## src/rtl/nvme_io_issue.sv

```systemverilog
// NVMe I/O issue: writes one 64-byte SQ entry as four 128-bit Tx beats, then rings the SQ tail doorbell.
// Latency: beats 1..4 cycles and doorbell 5 cycles after accept; cmd_ready low while busy or action has no credit.
module nvme_io_issue #(
  parameter int ACTION_ID_BITS = 4,
  parameter int REQ_ID_BITS    = 8,
  parameter int TRACK_NUM      = 16,
  parameter int SQ_PTR_BITS    = 4,
  localparam int TX_ADDR_BITS  = 4 + SQ_PTR_BITS + 2
) (
  input  logic                        axi_aclk,
  input  logic                        axi_aresetn,
  input  logic                        issue_enable,
  input  logic                        cmd_valid,
  output logic                        cmd_ready,
  input  logic [ACTION_ID_BITS-1:0]   cmd_action_id,
  input  logic [3:0]                  cmd_sq_id,
  input  logic [7:0]                  cmd_opcode,
  input  logic [63:0]                 cmd_slba,
  input  logic [15:0]                 cmd_nlb,
  input  logic [63:0]                 cmd_prp1,
  input  logic [63:0]                 cmd_prp2,
  input  logic                        release_valid,
  input  logic [ACTION_ID_BITS-1:0]   release_action_id,
  output logic                        tx_write_valid,
  output logic [TX_ADDR_BITS-1:0]     tx_waddr,
  output logic [127:0]                tx_wdata,
  output logic                        doorbell_valid,
  output logic [3:0]                  doorbell_sq_id,
  output logic [SQ_PTR_BITS-1:0]      doorbell_tail,
  output logic [2**ACTION_ID_BITS-1:0] outstanding
);

  localparam int NUM_ACT     = 2**ACTION_ID_BITS;
  localparam int CNT_BITS    = $clog2(TRACK_NUM) + 1;
  localparam int CMD_ID_BITS = REQ_ID_BITS + ACTION_ID_BITS + 4;

  localparam logic [1:0] S_IDLE     = 2'd0;
  localparam logic [1:0] S_WRITE    = 2'd1;
  localparam logic [1:0] S_DOORBELL = 2'd2;

  logic [1:0]             state;
  logic [1:0]             beat;
  logic [1:0]             next_beat;
  logic [3:0]             sq_q;
  logic [7:0]             opcode_q;
  logic [CMD_ID_BITS-1:0] cmd_id_q;
  logic [CMD_ID_BITS-1:0] cmd_id_in;
  logic [63:0]            slba_q;
  logic [15:0]            nlb_q;
  logic [63:0]            prp1_q;
  logic [63:0]            prp2_q;
  logic [SQ_PTR_BITS-1:0] tail_inc;
  logic                   accept;

  logic [REQ_ID_BITS-1:0] req_idx [NUM_ACT];
  logic [CNT_BITS-1:0]    out_cnt [NUM_ACT];
  logic [CNT_BITS-1:0]    cnt_nxt [NUM_ACT];
  logic [SQ_PTR_BITS-1:0] tail    [16];

  function automatic logic [127:0] fmt_beat(
    input logic [1:0]   b,
    input logic [7:0]   op,
    input logic [15:0]  cid,
    input logic [63:0]  slba,
    input logic [15:0]  nlb,
    input logic [63:0]  prp1,
    input logic [63:0]  prp2
  );
    logic [127:0] d;
    d = '0;
    case (b)
      2'd0: begin
        d[7:0]   = op;
        d[31:16] = cid;
        d[63:32] = 32'd1;
      end
      2'd1: d[127:64] = prp1;
      2'd2: begin
        d[63:0]   = prp2;
        d[127:64] = slba;
      end
      default: d[15:0] = nlb;
    endcase
    return d;
  endfunction

  assign cmd_ready = axi_aresetn && issue_enable && (state == S_IDLE) &&
                     (out_cnt[cmd_action_id] < CNT_BITS'(TRACK_NUM));
  assign accept    = cmd_valid && cmd_ready;
  assign cmd_id_in = {req_idx[cmd_action_id], cmd_action_id, cmd_sq_id};
  assign next_beat = beat + 2'd1;
  assign tail_inc  = tail[sq_q] + SQ_PTR_BITS'(1);

  // Output registers are loaded on the edge entering each state, so they line up with the state.
  always_ff @(posedge axi_aclk or negedge axi_aresetn) begin
    if (!axi_aresetn) begin
      state          <= S_IDLE;
      beat           <= '0;
      sq_q           <= '0;
      opcode_q       <= '0;
      cmd_id_q       <= '0;
      slba_q         <= '0;
      nlb_q          <= '0;
      prp1_q         <= '0;
      prp2_q         <= '0;
      tx_write_valid <= 1'b0;
      tx_waddr       <= '0;
      tx_wdata       <= '0;
      doorbell_valid <= 1'b0;
      doorbell_sq_id <= '0;
      doorbell_tail  <= '0;
      for (int i = 0; i < NUM_ACT; i++) req_idx[i] <= '0;
      for (int i = 0; i < 16; i++) tail[i] <= '0;
    end else begin
      tx_write_valid <= 1'b0;
      doorbell_valid <= 1'b0;
      case (state)
        S_IDLE: begin
          if (accept) begin
            state    <= S_WRITE;
            beat     <= 2'd0;
            sq_q     <= cmd_sq_id;
            opcode_q <= cmd_opcode;
            cmd_id_q <= cmd_id_in;
            slba_q   <= cmd_slba;
            nlb_q    <= cmd_nlb;
            prp1_q   <= cmd_prp1;
            prp2_q   <= cmd_prp2;
            req_idx[cmd_action_id] <=
              (req_idx[cmd_action_id] == REQ_ID_BITS'(TRACK_NUM - 1)) ? '0
                                                                      : req_idx[cmd_action_id] + 1'b1;
            tx_write_valid <= 1'b1;
            tx_waddr       <= {cmd_sq_id, tail[cmd_sq_id], 2'd0};
            tx_wdata       <= fmt_beat(2'd0, cmd_opcode, 16'(cmd_id_in), cmd_slba,
                                       cmd_nlb, cmd_prp1, cmd_prp2);
          end
        end
        S_WRITE: begin
          if (beat == 2'd3) begin
            state          <= S_DOORBELL;
            doorbell_valid <= 1'b1;
            doorbell_sq_id <= sq_q;
            doorbell_tail  <= tail_inc;
            tail[sq_q]     <= tail_inc;
          end else begin
            beat           <= next_beat;
            tx_write_valid <= 1'b1;
            tx_waddr       <= {sq_q, tail[sq_q], next_beat};
            tx_wdata       <= fmt_beat(next_beat, opcode_q, 16'(cmd_id_q), slba_q,
                                       nlb_q, prp1_q, prp2_q);
          end
        end
        S_DOORBELL: state <= S_IDLE;
        default:    state <= S_IDLE;
      endcase
    end
  end

  // A release against an empty count is dropped; accept and release together cancel.
  always_comb begin
    for (int a = 0; a < NUM_ACT; a++) begin
      cnt_nxt[a] = out_cnt[a];
      if ((accept && (cmd_action_id == ACTION_ID_BITS'(a))) &&
          !(release_valid && (release_action_id == ACTION_ID_BITS'(a)) && (out_cnt[a] != '0)))
        cnt_nxt[a] = out_cnt[a] + 1'b1;
      else if (!(accept && (cmd_action_id == ACTION_ID_BITS'(a))) &&
               (release_valid && (release_action_id == ACTION_ID_BITS'(a)) && (out_cnt[a] != '0)))
        cnt_nxt[a] = out_cnt[a] - 1'b1;
    end
  end

  always_ff @(posedge axi_aclk or negedge axi_aresetn) begin
    if (!axi_aresetn) begin
      outstanding <= '0;
      for (int a = 0; a < NUM_ACT; a++) out_cnt[a] <= '0;
    end else begin
      for (int a = 0; a < NUM_ACT; a++) begin
        out_cnt[a]     <= cnt_nxt[a];
        outstanding[a] <= (cnt_nxt[a] != '0);
      end
    end
  end

endmodule

```

## config.mk

```make
export PLATFORM = sky130hd
export DESIGN_NAME = nvme_io_issue
export DESIGN_NICKNAME = d
export VERILOG_FILES = /design/src/rtl/nvme_io_issue.sv
export SDC_FILE = /design/constraint.sdc
export NUM_CORES = 1
export LEC_CHECK = 0
export BUFFER_PORTS_ARGS = -buffer_cell sky130_fd_sc_hd__buf_2
export CAP_MARGIN = 20
export CORE_ASPECT_RATIO = 0.6
export CORE_MARGIN = 5
export CORE_UTILIZATION = 50
export CTS_CLUSTER_DIAMETER = 60
export CTS_CLUSTER_SIZE = 28
export DETAILED_ROUTE_END_ITERATION = 10
export MAX_ROUTING_LAYER = met4
export PLACE_DENSITY = 0.72
export SYNTH_ARGS = -nofsm -noshare
export SYNTH_HDL_FRONTEND = slang
export SYNTH_SLANG_ARGS = --single-unit
```

## constraint.sdc

```tcl
create_clock -name axi_aclk -period 3.8 [get_ports axi_aclk]
set_input_delay 0.19 -clock axi_aclk [delete_from_list [all_inputs] [get_ports axi_aclk]]
set_output_delay 0.19 -clock axi_aclk [all_outputs]
set_load 0.05 [all_outputs]
```

---- Word level (Yosys, flattened, before mapping) ----
Index checks and enable logic that the tools add are counted.
word-level totals
  output and inout port bits .............. 165
  flip-flop bits (word level) ............. 676
  word-level logic and storage cells ...... 378
operators by class
  reduce and logical (&&, ||, !) cells .... 160
  equal/unequal tests ..................... 38
  add/subtract/negate cells ............... 35
  magnitude comparators ................... 6
  bitwise logic cells ..................... 3
  muxes and demuxes ....................... 72
operators with widths
  operator               number
  $mux W128              2
  $pmux W128 S2          1
  $mux W5                34
  $reduce_bool A5 Y1     32
  $bwmux W128            1
  $pmux W64 S2           1
  $pmux W48 S2           1
  $logic_and A1 B1 Y1    86
  $add A5 B1 Y5 const B  16
  $sub A5 B1 Y5 const B  16
  $bwmux W64             1
  $eq A4 B4 Y1 const B   16
  $bmux W4 S4            2
  $bmux W8 S4            1
  $demux W8 S4           1
  $eq A4 B3 Y1 const B   8
  $logic_not A1 Y1       32
  $mux W8                4
  $pmux W8 S3            1
  $bmux W5 S4            1
  $mux W10               2
  $mux W4                5
  $pmux W10 S2           1
  $demux W4 S4           1
  24 further kinds       48

---- Longest topological paths before layout ----
Gate-level depths: netlist of run 1.
  word-level depth ........................ 13
  depth in mapped cells ................... 14
  mapped depth without buffers ............ 9

---- Least setup slack after synthesis of run 1 ----
Ideal clock, no wire load.
  path kind ............................... register to register
  from .................................... reg sq_q[0]
  to ...................................... reg tail[62] (netlist bit)
  data required time ...................... 3.649 ns
  arrival time ............................ 3.189 ns
  buffers on the path ..................... 5
  stages on the path, launching flop included .. 11
  setup slack ............................. 0.459 ns
  cells stage by stage .................... dfrtp_1 buf_2 buf_2 mux4_2 mux4_2 clkbuf_1 clkbuf_1 ha_1 xnor2_1 clkbuf_1 a21oi_1
on the way
  longest elaborated chain between the ends .. 6
ends and longest elaborated chain
  item                                                                         line     source
  start, declared                                                              44       logic [3:0] sq_q;
  start signal, assigned                                                       122      sq_q <= cmd_sq_id;
  $not A4 Y5 (implied by the code) *                                           92, 144
  $bmux W4 S4 (tied with other cells)                                          92       assign tail_inc = tail[sq_q] + SQ_PTR_BITS'(1);
  $mux W4 (implied by the code) / $logic_and A1 B1 Y1 (equally long branches)  92, 144
  $mux W4 (on tied branches)                                                   92, 144
  $add A4 B1 Y4 / $demux W4 S4 (equally long branches)                         92, 144
  $bwmux W64 *                                                                 144      tail[sq_q] <= tail_inc;
  end signal, assigned by index                                                144
  end, declared                                                                58       logic [SQ_PTR_BITS-1:0] tail [16];
Mark *: on every way between the ends. The rest lies on a longest branch, timed or not. The select of a mux whose other input is x is not followed.
A chain may end at the register's enable or synchronous reset.

==> results_dict.tcl, run 1 <==
set metrics [dict create \
    status "finished, final reports clean" \
    routabilityCongestion 0.938 \
    initial_core_util 0.508 \
    power_density_mw_per_mm2 702 \
    synth.avg_cell_area_um2 11.4 \
    path_class "flip-flop to flip-flop" \
    syn-cell-area_mm2 0.0311 \
    postCtsSetupBuffers 0 \
    cts.sinks 670 \
    cts_tree "built" \
    finalSetupTns_ns 0 \
    syn_inst 2742 \
    synth_edf_count 0 \
    dp_hpwl_um 65200 \
    portBuffers 397 \
    drc 0 \
    rsz0062_at_grt "no" \
    relSlewSlack 0.251 \
    via_per_inst 5.98 \
    setup_viol 0 \
    ys_warn_count 0 \
    drt_pre_antenna_iters 8 \
    seqPwrFrac 0.431 \
    numCtsBuffers 37 \
    crit_fanout 5 \
    htreeDepth 2 \
    ys_seq_elements 670 \
    worst_pin_slew_ns 1.12 \
    nets 3587 \
    drt_iter0_drc 2678 \
    route.vias.total 24880 \
    fin_area_mm2 0.0377 \
    final_cells 4164 \
    leakage_nw 17.2 \
    dpl_cell_area_mm2 0.0341 \
    hp-class "input port to flip-flop" \
    cts_root_buf "clkbuf_16" \
    fp.dieW_um 332 \
    swShare 0.420 \
    critPathRequiredTime_ns 4.25 \
    routed_wl_um 95700 \
    drive_above_1_share 0.273 \
    grt_start_max_net_pins 182 \
    grt_pass1_vias 25072 \
    num_io_pins 398 \
    synth_fp_nets 3029 \
    crit_arrival_ns 3.61 \
    post-route-util 0.615 \
    ir_worst_vdd_mv 0.448 \
    crit_path_end_kind "flip-flop" \
    rows 70 \
    grtUsageTotal 0.284 \
    drtAntennaViolNets 0 \
    yosysSeqAreaShare 0.538 \
    slew_viol_final 0 \
    clk_path_buf_depth 3 \
    synthDistinctLibCells 87 \
    async_flop_share 1.00 \
    clk_latency_ns 0.62 \
    area_delta_synth_final_pct 21.1 \
    grt_overflow_total 0 \
    grt_pass1_wl_um 148000 \
    clk_pin_slew_ns 0.10 \
    wl_per_cell_um 23.0 \
    cap_violations 0 \
    die_area_mm2 0.0675 \
    die_h_um 203 \
    fin_crit_ns 3.16 \
    intPower_w 0.0154 \
    post-place-cells 3867 \
    finalPower_w 0.0265 \
    period_share 0.832 \
    p_clk_frac 0.183 \
    fmax_ghz 0.316 \
    core_area_mm2 0.0613 \
    crit_path_start_kind "flip-flop" \
    antenna_found_initial 11 \
    power.switching_w 0.0111 \
    ctsResizeCount 0 \
    ys.flop_type "dfrtp_1" \
    finalHoldViolCount 0 \
    power_frac_comb 0.385 \
    skew_ns 0.0460 \
]
==> stage by stage <==
stage / hold WS, ns / setup WS (ns)
after floorplan: -0.106 / 0.459
after global placement: 0.0269 / 0.530
after detailed placement: 0.0272 / 0.409
after CTS: 0.0111 / 0.662
after global routing: 0.0340 / 0.503
final: 0.0528 / 0.639
==> metal layers <==
metal,track usage,wire [µm]
met3,0.0601,8240
met2,0.419,43000
met5,-,0
met1,0.398,41000
met4,0.0917,3450
==> cell type report <==
| cell class | count | area (µm²) |
|---|---|---|
| Multi-Input combinational cell | 1834 | 13400 |
| Tap cell | 828 | 1040 |
| Sequential cell | 670 | 16800 |
| Timing Repair Buffer | 698 | 4990 |
| Fill cell | 4709 | 23600 |
| Inverter | 59 | 221 |
| Antenna cell | 14 | 35.0 |
| Clock inverter | 22 | 344 |
| Clock buffer | 39 | 976 |
==> logic make-up after synthesis <==
kind of cell | share of synthesized area
xor gates and xnor gates | 0.0205
adders and majority gates | 0.0223
and+or+nand+nor | 0.113
muxes | 0.149
AOI/OAI and AO/OA | 0.122
buffers and inverters | 0.0339
DFF | 0.538
==> layout by cell type (no fill, tap or decap), types with 10 or more instances in the layout <==
| cell | synthesis | final |
|---|---|---|
| or4_1 | 21 | 21 |
| clkbuf_16 | 0 | 39 |
| a21oi_1 | 78 | 78 |
| a221o_1 | 15 | 15 |
| nand2_1 | 379 | 379 |
| inv_1 | 59 | 59 |
| o21ai_0 | 243 | 243 |
| or3_1 | 12 | 12 |
| mux2i_1 | 23 | 23 |
| o21ai_2 | 20 | 20 |
| dfrtp_1 | 670 | 670 |
| a22oi_1 | 96 | 96 |
| mux2_2 | 249 | 249 |
| buf_12 | 3 | 13 |
| nor2_1 | 130 | 130 |
| o21ai_1 | 16 | 16 |
| a31oi_1 | 11 | 11 |
| nand4_1 | 22 | 22 |
| ha_1 | 54 | 54 |
| diode_2 | 0 | 14 |
| xor2_1 | 19 | 19 |
| buf_4 | 2 | 67 |
| nor3_1 | 26 | 26 |
| nand3_1 | 67 | 67 |
| xnor2_1 | 52 | 52 |
| o211ai_1 | 21 | 21 |
| mux4_2 | 69 | 69 |
| buf_2 | 52 | 396 |
| dlygate4sd3_1 | 0 | 220 |
| and2_1 | 15 | 13 |
| nand2b_1 | 14 | 13 |
| o31ai_1 | 25 | 25 |
| and3_1 | 14 | 14 |
| nor4b_1 | 10 | 10 |
==> worst paths after layout <==
check	slack, ns	to	startpoint	cells past startpoint
max in group asynchronous	1.68	doorbell_sq_id[2]	axi_aresetn	4
worst max register to register	0.64	outstanding[9]	state[0]	7
worst min-delay path	0.05	tx_wdata[32]	cmd_valid	3
min in group asynchronous	0.37	prp2_q[58]	axi_aresetn	3
worst max-delay path	0.64	outstanding[9]	state[0]	7
worst min register to register	0.47	tx_wdata[62]	tx_wdata[62]	2
==> registers in the layout, summed over array words and instances, names as in the netlist <==
| register | count |
|---|---|
| cmd_id_q | 13 |
| doorbell_sq_id | 4 |
| doorbell_tail | 4 |
| doorbell_valid | 1 |
| nlb_q | 16 |
| opcode_q | 8 |
| out_cnt | 80 |
| outstanding | 16 |
| prp1_q | 64 |
| prp2_q | 64 |
| req_idx | 128 |
| slba_q | 64 |
| sq_q | 3 |
| state | 2 |
| tail | 64 |
| tx_waddr | 10 |
| tx_wdata | 128 |
| tx_write_valid | 1 |
==> power groups by stage <==
| stage | sequential, W | clock, W | combinational (W) |
|---|---|---|---|
| after global routing | 0.0117 | 0.00523 | 0.0110 |
| after CTS | 0.0113 | 0.00492 | 0.0100 |
| after detailed placement | 0.0114 | 0 | 0.00980 |
| after floorplan | 0.0127 | 0 | 0.00533 |
| final | 0.0114 | 0.00485 | 0.0102 |
| after global placement | 0.0112 | 0 | 0.00950 |
==> synth_stat cells, drive strengths merged (10+ instances only) <==
master  number  share of area
a21oi       79          0.013
xor2        19         0.0053
and3        14         0.0028
or3         12         0.0024
mux4        71          0.052
nand2      381          0.046
o21ai      279          0.047
nand3       68          0.011
a221o       15         0.0048
nand4       22         0.0044
o31ai       25         0.0060
nand2b      14         0.0028
or4         21         0.0051
buf         73          0.014
nor4b       10         0.0028
mux2i       23         0.0074
mux2       250          0.091
o211ai      21         0.0051
and2        15         0.0030
dfrtp      670           0.54
xnor2       53          0.015
nor3        26         0.0042
clkbuf     106          0.013
nor2       130          0.016
inv         59         0.0071
ha          54          0.022
a22oi       96          0.023
a31oi       11         0.0022
==> critical path: stages (launching register included) <==
cell and delay [ns]:
dfrtp_1 0.44, nand4bb_1 0.37, or3_1 0.56, or4_1 0.60, nand4_1 0.17, o21ai_0 0.09, mux2_2 0.28, or4_1 0.50
==> repair_timing <==
action                                  CTS  global route
endpoints found under the setup margin    0             0
endpoints found under the hold margin   381             0
hold buffers                            220             0
Note: power is estimated with default switching activity, not from simulation.
==> run 2: changes to the inputs <==
--- a/config.mk
+++ b/config.mk
@@ -14,7 +14,7 @@
 export CTS_CLUSTER_SIZE = 28
 export DETAILED_ROUTE_END_ITERATION = 10
 export MAX_ROUTING_LAYER = met4
-export PLACE_DENSITY = 0.72
+export PLACE_DENSITY = 0.75
 export SYNTH_ARGS = -nofsm -noshare
 export SYNTH_HDL_FRONTEND = slang
 export SYNTH_SLANG_ARGS = --single-unit
==> constraint.sdc (replaced) <==
create_clock -name axi_aclk -period 2.9 [get_ports axi_aclk]
set_input_delay 0.145 -clock axi_aclk [delete_from_list [all_inputs] [get_ports axi_aclk]]
set_output_delay 0.145 -clock axi_aclk [all_outputs]
set_load 0.05 [all_outputs]
==> run 2 against run 1 <==
  * Power is 33% higher
  * Largest power group unchanged
  * Utilization increased by 1.4 points
  * Critical path type unchanged
  * Highest routed layer unchanged
  * Clock power grew 31%
  * Sequential share of layout area is 0.96 points lower
  * Maximum frequency grew 11%
==> results_dict.tcl, run 2 (same netlist as run 1, synthesis figures left out) <==
set metrics [dict create \
    status "finished, final reports clean" \
    numCtsBuffers 38 \
    fin_area_mm2 0.0385 \
    crit_arrival_ns 3.33 \
    timing.rr.end "outstanding[12]" \
    period_share 0.979 \
    slew_viol_final 0 \
    grt_start_max_net_pins 180 \
    leakage_nw 17.7 \
    path_cells "mux2i_1 > a22o_2 > o211ai_1 > buf_4 > nor2_1 > o211ai_1 > o31ai_1 > or4_1" \
    post-route-util 0.629 \
    cts_root_buf "clkbuf_16" \
    finalHoldViolCount 0 \
    power_frac_comb 0.396 \
    min_to "tx_wdata[17]" \
    hold_path_depth 3 \
    swShare 0.421 \
    via_per_inst 6.06 \
    die_area_mm2 0.0675 \
    grtUsageTotal 0.287 \
    area_delta_synth_final_pct 23.8 \
    power.switching_w 0.0148 \
    seqPwrFrac 0.423 \
    fin_crit_ns 2.84 \
    path_common_cell "o211ai_1" \
    fmax_ghz 0.352 \
    rsz0062_at_grt "no" \
    intPower_w 0.0204 \
    crit_path_start_kind "flip-flop" \
    dp_hpwl_um 65200 \
    r2r_slack_ns 0.06 \
    relSlewSlack 0.247 \
    num_io_pins 398 \
    core_area_mm2 0.0613 \
    cap_violations 0 \
    routed_wl_um 97100 \
    rr_worst_depth 8 \
    routabilityCongestion 0.955 \
    wl_per_cell_um 22.9 \
    portBuffers 397 \
    skew_ns 0.0342 \
    drtAntennaViolNets 0 \
    final_cells 4248 \
    ir_worst_vdd_mv 0.615 \
    grt_overflow_total 0 \
    p_clk_frac 0.181 \
    post-place-cells 3942 \
    htreeDepth 2 \
    antenna_found_initial 15 \
    layout_common_cells "670 x dfrtp_1, 395 x buf_2, 379 x nand2_1" \
    holdWs_ns 0.126 \
    setup_viol 0 \
    grt_pass1_vias 25970 \
    rows 70 \
    layout_commonest_cell "dfrtp_1" \
    worstReg2RegStart "out_cnt[19]" \
    power_density_mw_per_mm2 914 \
    critPathRequiredTime_ns 3.39 \
    slowest_stage "o211ai_1" \
    grt_pass1_wl_um 152000 \
    drive_above_1_share 0.294 \
    clk_latency_ns 0.63 \
    drt_iter0_drc 2620 \
    nets 3663 \
    clk_path_buf_depth 3 \
    drt_pre_antenna_iters 6 \
    hold_start "cmd_sq_id[1]" \
    clk_pin_slew_ns 0.10 \
    route.vias.total 25752 \
    drc 0 \
    slowest_delay_ns 0.58 \
    die_h_um 203 \
    initial_core_util 0.508 \
    hp-class "input port to flip-flop" \
    finalSetupTns_ns 0 \
    crit_fanout 9 \
    fp.dieW_um 332 \
    cts_tree "built" \
    path_class "flip-flop to flip-flop" \
    reg_top3 "req_idx x128, tx_wdata x128, out_cnt x80" \
    cts.sinks 670 \
    worst_pin_slew_ns 1.13 \
    crit_path_end_kind "flip-flop" \
    dpl_cell_area_mm2 0.0348 \
]
## run 2: cell type report
| class | instances | area, µm² |
|---|---|---|
| Fill cell | 4482 | 22800 |
| Sequential cell | 670 | 16800 |
| Multi-Input combinational cell | 1834 | 13500 |
| Timing Repair Buffer | 773 | 5700 |
| Tap cell | 828 | 1040 |
| Clock buffer | 40 | 958 |
| Clock inverter | 23 | 364 |
| Inverter | 59 | 221 |
| Antenna cell | 21 | 52.6 |
## run 2: worst max-delay path, delay by kind of cell, from the launching register on
family,cells,cell delay (ns)
AOI/OAI and AO/OA,4,1.21
and+or+nand+nor,2,0.60
DFF,1,0.45
buffers and inverters,1,0.28
muxes,1,0.18
## run 2: metal layers
metal	up-vias	global-route usage	share of wire
li1	11105	-	-
met1	12957	0.389	0.41
met2	1407	0.432	0.46
met3	283	0.0630	0.088
met4	0	0.107	0.041
met5	-	-	0
## run 2: power groups by stage
stage / Clock (W) / Combinational [W] / Sequential (W)
after floorplan: 0 / 0.00701 / 0.0167
after global placement: 0 / 0.0128 / 0.0146
after detailed placement: 0 / 0.0133 / 0.0148
after CTS: 0.00647 / 0.0137 / 0.0147
after global routing: 0.00686 / 0.0149 / 0.0152
final: 0.00637 / 0.0140 / 0.0149
## run 2: per-stage QoR
stage               setup WS (ns)  power (W)
floorplan                 0.00603     0.0237
CTS                        0.0477     0.0348
detailed placement         -0.156     0.0281
finish                     0.0598     0.0352
global placement          -0.0665     0.0274
global route              0.00355     0.0370
## run 2: what timing repair did
| action | CTS | global route |
|---|---|---|
| endpoints found under the hold margin | 279 | 0 |
| setup buffers | 0 | 1 |
| endpoints found under the setup margin | 0 | 24 |
| hold buffers | 220 | 0 |
| gates resized for setup | 0 | 18 |
## run 2: how the worst max path moves through the flow
stage,to,cells past startpoint,start
3_3_place_gp,req_idx[31],10,cmd_action_id[0]
5_1_grt,outstanding[12],8,out_cnt[19]
4_1_cts,outstanding[9],7,state[0]
2_1_floorplan,tail[53],9,sq_q[0]
6_report,outstanding[12],8,out_cnt[19]
3_5_place_dp,req_idx[47],10,cmd_action_id[0]
